File: src/rtl/serial_sub_pkg.sv
// Shared definitions for the bit-serial subtractor tile:
// FSM state encoding, wrapper pin indices and the output-enable mask.
package serial_sub_pkg;

  typedef enum logic [1:0] {
    IDLE = 2'd0,
    RUN  = 2'd1,
    DONE = 2'd2
  } state_t;

  // Control/status pin indices on the uio bus
  localparam int PIN_LOAD_A = 0;
  localparam int PIN_LOAD_B = 1;
  localparam int PIN_START  = 2;
  localparam int PIN_BUSY   = 3;
  localparam int PIN_DONE   = 4;
  localparam int PIN_BORROW = 5;

  localparam logic [7:0] UIO_OE_MASK = 8'h38;

  localparam int WIDTH = 8;
  localparam logic [2:0] LAST_BIT = 3'd7;

endpackage

File: src/rtl/tt_um_serial_sub_bit.sv
// Combinational full-subtractor cell: d = a - b - bin, with borrow out.
// Ports: a, b, bin (in, 1b); d, bout (out, 1b).
module serial_sub_bit (
  input  logic a,
  input  logic b,
  input  logic bin,
  output logic d,
  output logic bout
);

  logic x;

  assign x    = a ^ b;
  assign d    = x ^ bin;
  assign bout = (~a & b) | (~x & bin);

endmodule

File: src/rtl/tt_um_serial_sub.sv
// Bit-serial 8-bit subtractor tile (LSB-first ripple borrow, one bit/clk).
// Ports: clk, rst_n (sync, active-low), ena, ui_in (operand byte),
// uio_in (load_a/load_b/start), uo_out (A-B), uio_out (busy/done/borrow),
// uio_oe (constant output-enable mask).
module tt_um_serial_sub
  import serial_sub_pkg::*;
(
  input  logic       clk,
  input  logic       rst_n,
  input  logic       ena,
  input  logic [7:0] ui_in,
  input  logic [7:0] uio_in,
  output logic [7:0] uo_out,
  output logic [7:0] uio_out,
  output logic [7:0] uio_oe
);

  state_t     state;
  state_t     state_n;

  logic [7:0] a_q;
  logic [7:0] a_n;
  logic [7:0] b_q;
  logic [7:0] b_n;
  logic [7:0] diff_sh;
  logic [7:0] diff_n;
  logic [7:0] res_q;
  logic [7:0] res_n;
  logic [2:0] cnt;
  logic [2:0] cnt_n;
  logic       bor_q;
  logic       bor_n;
  logic       bout_q;
  logic       bout_n;

  logic       load_a;
  logic       load_b;
  logic       start;
  logic       any_load;

  logic       d;
  logic       bout;
  logic [7:0] shifted;

  logic       unused;

  assign load_a   = uio_in[PIN_LOAD_A];
  assign load_b   = uio_in[PIN_LOAD_B];
  assign start    = uio_in[PIN_START];
  assign any_load = load_a | load_b;

  assign unused = &{1'b0, uio_in[7:3]};

  serial_sub_bit u_bit (
    .a    (a_q[0]),
    .b    (b_q[0]),
    .bin  (bor_q),
    .d    (d),
    .bout (bout)
  );

  // New difference bit enters at the MSB, so after 8 shifts
  // bit 0 of the operands has landed in bit 0 of the result.
  assign shifted = {d, diff_sh[WIDTH-1:1]};

  always_ff @(posedge clk) begin
    if (!rst_n) begin
      state <= IDLE;
    end else if (ena) begin
      state <= state_n;
    end
  end

  always_ff @(posedge clk) begin
    if (!rst_n) begin
      a_q     <= '0;
      b_q     <= '0;
      diff_sh <= '0;
      bor_q   <= 1'b0;
      cnt     <= '0;
      res_q   <= '0;
      bout_q  <= 1'b0;
    end else if (ena) begin
      a_q     <= a_n;
      b_q     <= b_n;
      diff_sh <= diff_n;
      bor_q   <= bor_n;
      cnt     <= cnt_n;
      res_q   <= res_n;
      bout_q  <= bout_n;
    end
  end

  always_comb begin
    state_n = state;
    a_n     = a_q;
    b_n     = b_q;
    diff_n  = diff_sh;
    bor_n   = bor_q;
    cnt_n   = cnt;
    res_n   = res_q;
    bout_n  = bout_q;

    unique case (state)
      IDLE, DONE: begin
        if (load_a) a_n = ui_in;
        if (load_b) b_n = ui_in;
        // A load always wins over a start in the same cycle.
        if (any_load) begin
          state_n = IDLE;
        end else if (start) begin
          state_n = RUN;
          cnt_n   = '0;
          bor_n   = 1'b0;
          diff_n  = '0;
        end
      end
      RUN: begin
        diff_n = shifted;
        a_n    = {1'b0, a_q[WIDTH-1:1]};
        b_n    = {1'b0, b_q[WIDTH-1:1]};
        bor_n  = bout;
        cnt_n  = cnt + 3'd1;
        if (cnt == LAST_BIT) begin
          res_n   = shifted;
          bout_n  = bout;
          state_n = DONE;
        end
      end
      default: begin
        state_n = IDLE;
      end
    endcase
  end

  always_comb begin
    uio_out             = '0;
    uio_out[PIN_BUSY]   = (state == RUN);
    uio_out[PIN_DONE]   = (state == DONE);
    uio_out[PIN_BORROW] = bout_q;
  end

  assign uo_out = res_q;
  assign uio_oe = UIO_OE_MASK;

endmodule

File: config.mk
export PLATFORM = sky130hd
export DESIGN_NAME = tt_um_serial_sub
export DESIGN_NICKNAME = d
export VERILOG_FILES = /design/src/rtl/serial_sub_pkg.sv /design/src/rtl/tt_um_serial_sub_bit.sv /design/src/rtl/tt_um_serial_sub.sv
export SDC_FILE = /design/constraint.sdc
export NUM_CORES = 1
export LEC_CHECK = 0
export CAP_MARGIN = 30
export CORE_UTILIZATION = 44
export DETAILED_ROUTE_END_ITERATION = 7
export GPL_ROUTABILITY_DRIVEN = 0
export HOLD_SLACK_MARGIN = 0.02
export PLACE_DENSITY = 0.78
export SETUP_SLACK_MARGIN = 0.4
export SYNTH_ARGS = -nofsm -noshare
export SYNTH_HDL_FRONTEND = slang
export SYNTH_SLANG_ARGS = --single-unit
File: constraint.sdc
create_clock -name clk -period 1.3 [get_ports clk]
set_clock_uncertainty 0.05 [all_clocks]
set_input_delay 0.26 -clock clk [delete_from_list [all_inputs] [get_ports clk]]
set_output_delay 0.26 -clock clk [all_outputs]
set_load 0.02 [all_outputs]
==> impl_metrics.toml <==
[sta]
post-route-period-util_pct = 108
hold_viol_final = 0
fmaxAchievable_mhz = 713
fin_ws_ns = -0.102
drv_slew = 0
period_minus_slack_ns = 1.40
finalSetupViolations = 23
rsz_0062_raised_after_global_routing = "yes"

[floorplan]
num_io_pins = 43
placementRows = 23
floorplan.die_area_um2 = 4420
fp.dieW_um = 66.5
die-height_um = 66.5
core_region_area_um2 = 4000
start_util_pct = 45.8

[yosys]
synthAdderAreaFrac_pct = 2.46
combinational_family_with_the_most_area_after_synthesis = "compound AO/OA/AOI/OAI gates"
synth-edff-count = 0
synth-simple-area-share_pct = 14.9
synth.cell_area_um2 = 1830
postSynth.topFlopCell = "sky130_fd_sc_hd__dfxtp_1"
synthArstFlopShare_pct = 0
synth_warnings = 0
synth.lib_cells_used.distinct = 35
synth_seq_area_share_pct = 41.5
synthesis.area_per_instance_um2 = 8.72
synth-compound-area-share_pct = 27.7
synth.mux.area_fraction_pct = 0
syn-instance-count = 210
parity_gate_share_of_the_synthesized_area_counting_xor_and_xnor_cells_pct = 0
ys_ff_latch = 38

[min_path]
worst_hold_path.num_cells = 2
hold_class = "flip-flop to flip-flop"
min_to = "uo_out[4]$_SDFFE_PN0P_"
hold_path_startpoint = "uo_out[4]$_SDFFE_PN0P_"

[worst_setup_path]
worst-r2r-setup-slack_ns = -0.10
worst-endpoint-arrival_ns = 1.54
worst_setup_path_start_kind = "flip-flop"
timing.critical_path.fanout_max = 6
rr_worst_depth = 3
max_stage_delay_ns = 0.55
crit_slowest_cell = "sky130_fd_sc_hd__or4b_4"
end_kind = "flip-flop"
timing.critical_path.cells = "or4b_4 > and3_4 > o21a_1"
worstPathRequired_ns = 1.43
crit-reg2reg-capture = "bor_q$_SDFFE_PN0P_"
reg2reg_from = "state[0]$_SDFFE_PN0P_"
worstSetupPathType = "flip-flop to flip-flop"

[grt]
gr-usage-all-layers_pct = 20.4
vias_in_the_first_global_route = 1525
gr-total-overflow = 0
largest_net_degree_at_the_start_of_global_routing = 39
grt_first_pass_wirelength_mm = 6.78
number_of_antenna_violations_at_the_first_check_in_global_routing = 0

[power]
p_total_uw = 2440
static-leakage-power_uw = 0.00105
power.density_cell_area_nw_per_um2 = 897
worst_ir_drop_vdd_mv = 0.417

[drt]
routedWlPerCell_um = 13.7
post-route-drc-count = 0
1st_pass_router_iterations = 4
postRouteWirelength_mm = 4.28
drtIter0Drc = 67
final_antenna_net_count = 0
routed-via-count = 1692
vias_per_cell = 5.42

[clocking]
cts_tree = "built"
clk_root_buffer_cell = "sky130_fd_sc_hd__clkbuf_8"
cts_sinks = 38
clk_transition_reported_paths_ns = 0.07
cts_made_buffers = 5
clk_lat_worst_skew_ns = 0.29
ctsHtreeMaxLevel = 2
clk_path_buf_depth = 2

[finish]
num-nets-final = 283
ff_latch_area_um2 = 779
area_growth_syn_to_layout_pct = 48.6
most-common-layout-cells = "sky130_fd_sc_hd__buf_4, sky130_fd_sc_hd__dfxtp_1, sky130_fd_sc_hd__nand2_1"
filler_cells_inserted = 321
drive_gt1_share_pct = 48.1
multi_input_area_um2 = 1140
num_antenna_cells = 0
fin_cells = 312
fin_area_um2 = 2720
mostFrequentLayoutCell = "sky130_fd_sc_hd__buf_4"

[placement]
dpl_cell_area_um2 = 2440
place.detailed.instances = 298
dpl.hpwl_mm = 2.88
buffer_ports.inserted = 24
pre_cts_ws_ns = -0.491

[status]
violations = "negative setup slack"
run_status = "finished, violations left"

[job]
drv.max_cap_violation_count = 0
-- critical path: cells and delay by family (launching register included) --
kind	cells	cell delay, ns
simple gates	2	0.72
compound gates	1	0.16
flops	1	0.37
-- worst max path at each step --
| stage | start | slack [ns] | endpoint | depth (start not counted) |
|---|---|---|---|---|
| 6_report | state[0]$_SDFFE_PN0P_ | -0.10 | bor_q$_SDFFE_PN0P_ | 3 |
| 5_1_grt | state[0]$_SDFFE_PN0P_ | -0.13 | bor_q$_SDFFE_PN0P_ | 3 |
| 4_1_cts | state[0]$_SDFFE_PN0P_ | -0.09 | bor_q$_SDFFE_PN0P_ | 3 |
| 3_5_place_dp | uio_in[0] | -0.49 | cnt[2]$_SDFFE_PN0P_ | 5 |
| 3_3_place_gp | uio_in[0] | -0.47 | cnt[2]$_SDFFE_PN0P_ | 5 |
| 2_1_floorplan | cnt[1]$_SDFFE_PN0P_ | -0.01 | bout_q$_SDFFE_PN0P_ | 5 |
-- per-layer routing --
metal	up-vias	GRT usage [%]	wire (µm)
li1	815	-	-
met1	823	26.0	1950
met2	48	33.4	2100
met3	6	4.62	159
met4	0	7.18	64
met5	-	0	0
-- cells in the mapped netlist, types with 4 or more instances --
master,instances,share of area [%]
sky130_fd_sc_hd__inv_1,17,3.5
sky130_fd_sc_hd__nand3_1,9,2.5
sky130_fd_sc_hd__buf_2,5,1.4
sky130_fd_sc_hd__or2_2,7,2.4
sky130_fd_sc_hd__a21oi_1,17,4.6
sky130_fd_sc_hd__nand2_1,21,4.3
sky130_fd_sc_hd__buf_4,15,6.1
sky130_fd_sc_hd__dfxtp_1,38,42
sky130_fd_sc_hd__clkbuf_1,7,1.4
sky130_fd_sc_hd__a22oi_1,9,3.7
sky130_fd_sc_hd__o221ai_1,14,6.7
sky130_fd_sc_hd__a21boi_0,19,7.8
sky130_fd_sc_hd__nor2b_1,4,1.4
-- sequential cells by signal, indices dropped and copies added, names as in the netlist --
register	count
state	2
bor_q	1
uo_out	8
cnt	3
diff_sh	7
b_q	8
a_q	8
bout_q	1
-- where the power goes --
group / switching [µW] / leakage, µW / internal (µW) / total [µW]
registers: 31.0 / 0.000316 / 1200 / 1230
logic: 196 / 0.000683 / 177 / 373
clock network: 405 / 0.0000482 / 428 / 833
total: 633 / 0.00105 / 1810 / 2440
-- metrics by stage --
step,TNS [ns],util (%),hold slack (ns)
after floorplan,-0.0127,-,0.374
after global placement,-13.45,61.0,0.383
after detailed placement,-14.24,61.0,0.394
after CTS,-0.791,65.9,0.405
after global routing,-2.08,68.0,0.428
final,-1.05,68.0,0.409
-- cell families after synthesis --
kind of cell,after synthesis
adders and majority gates,3
other,2
DFF,38
AOI/OAI and AO/OA,71
buffers and inverters,45
and+or+nand+nor,51
-- cell type report --
class,instances,area share [%]
timing repair inverter,1,0.276
tap,50,2.30
clock inverter,1,0.184
multi-input combinational,138,42.0
timing repair buffer,60,21.0
clock buffer,7,3.17
inverter,17,2.48
sequential,38,28.6
-- timing repair --
action,CTS,global route
pin swaps,11,4
hold buffers,0,0
endpoints found under the setup margin,49,49
buffers inserted,2,3
gates resized for setup,97,16
gates cloned,1,0
No activity file was read; power rests on OpenSTA's default activity.
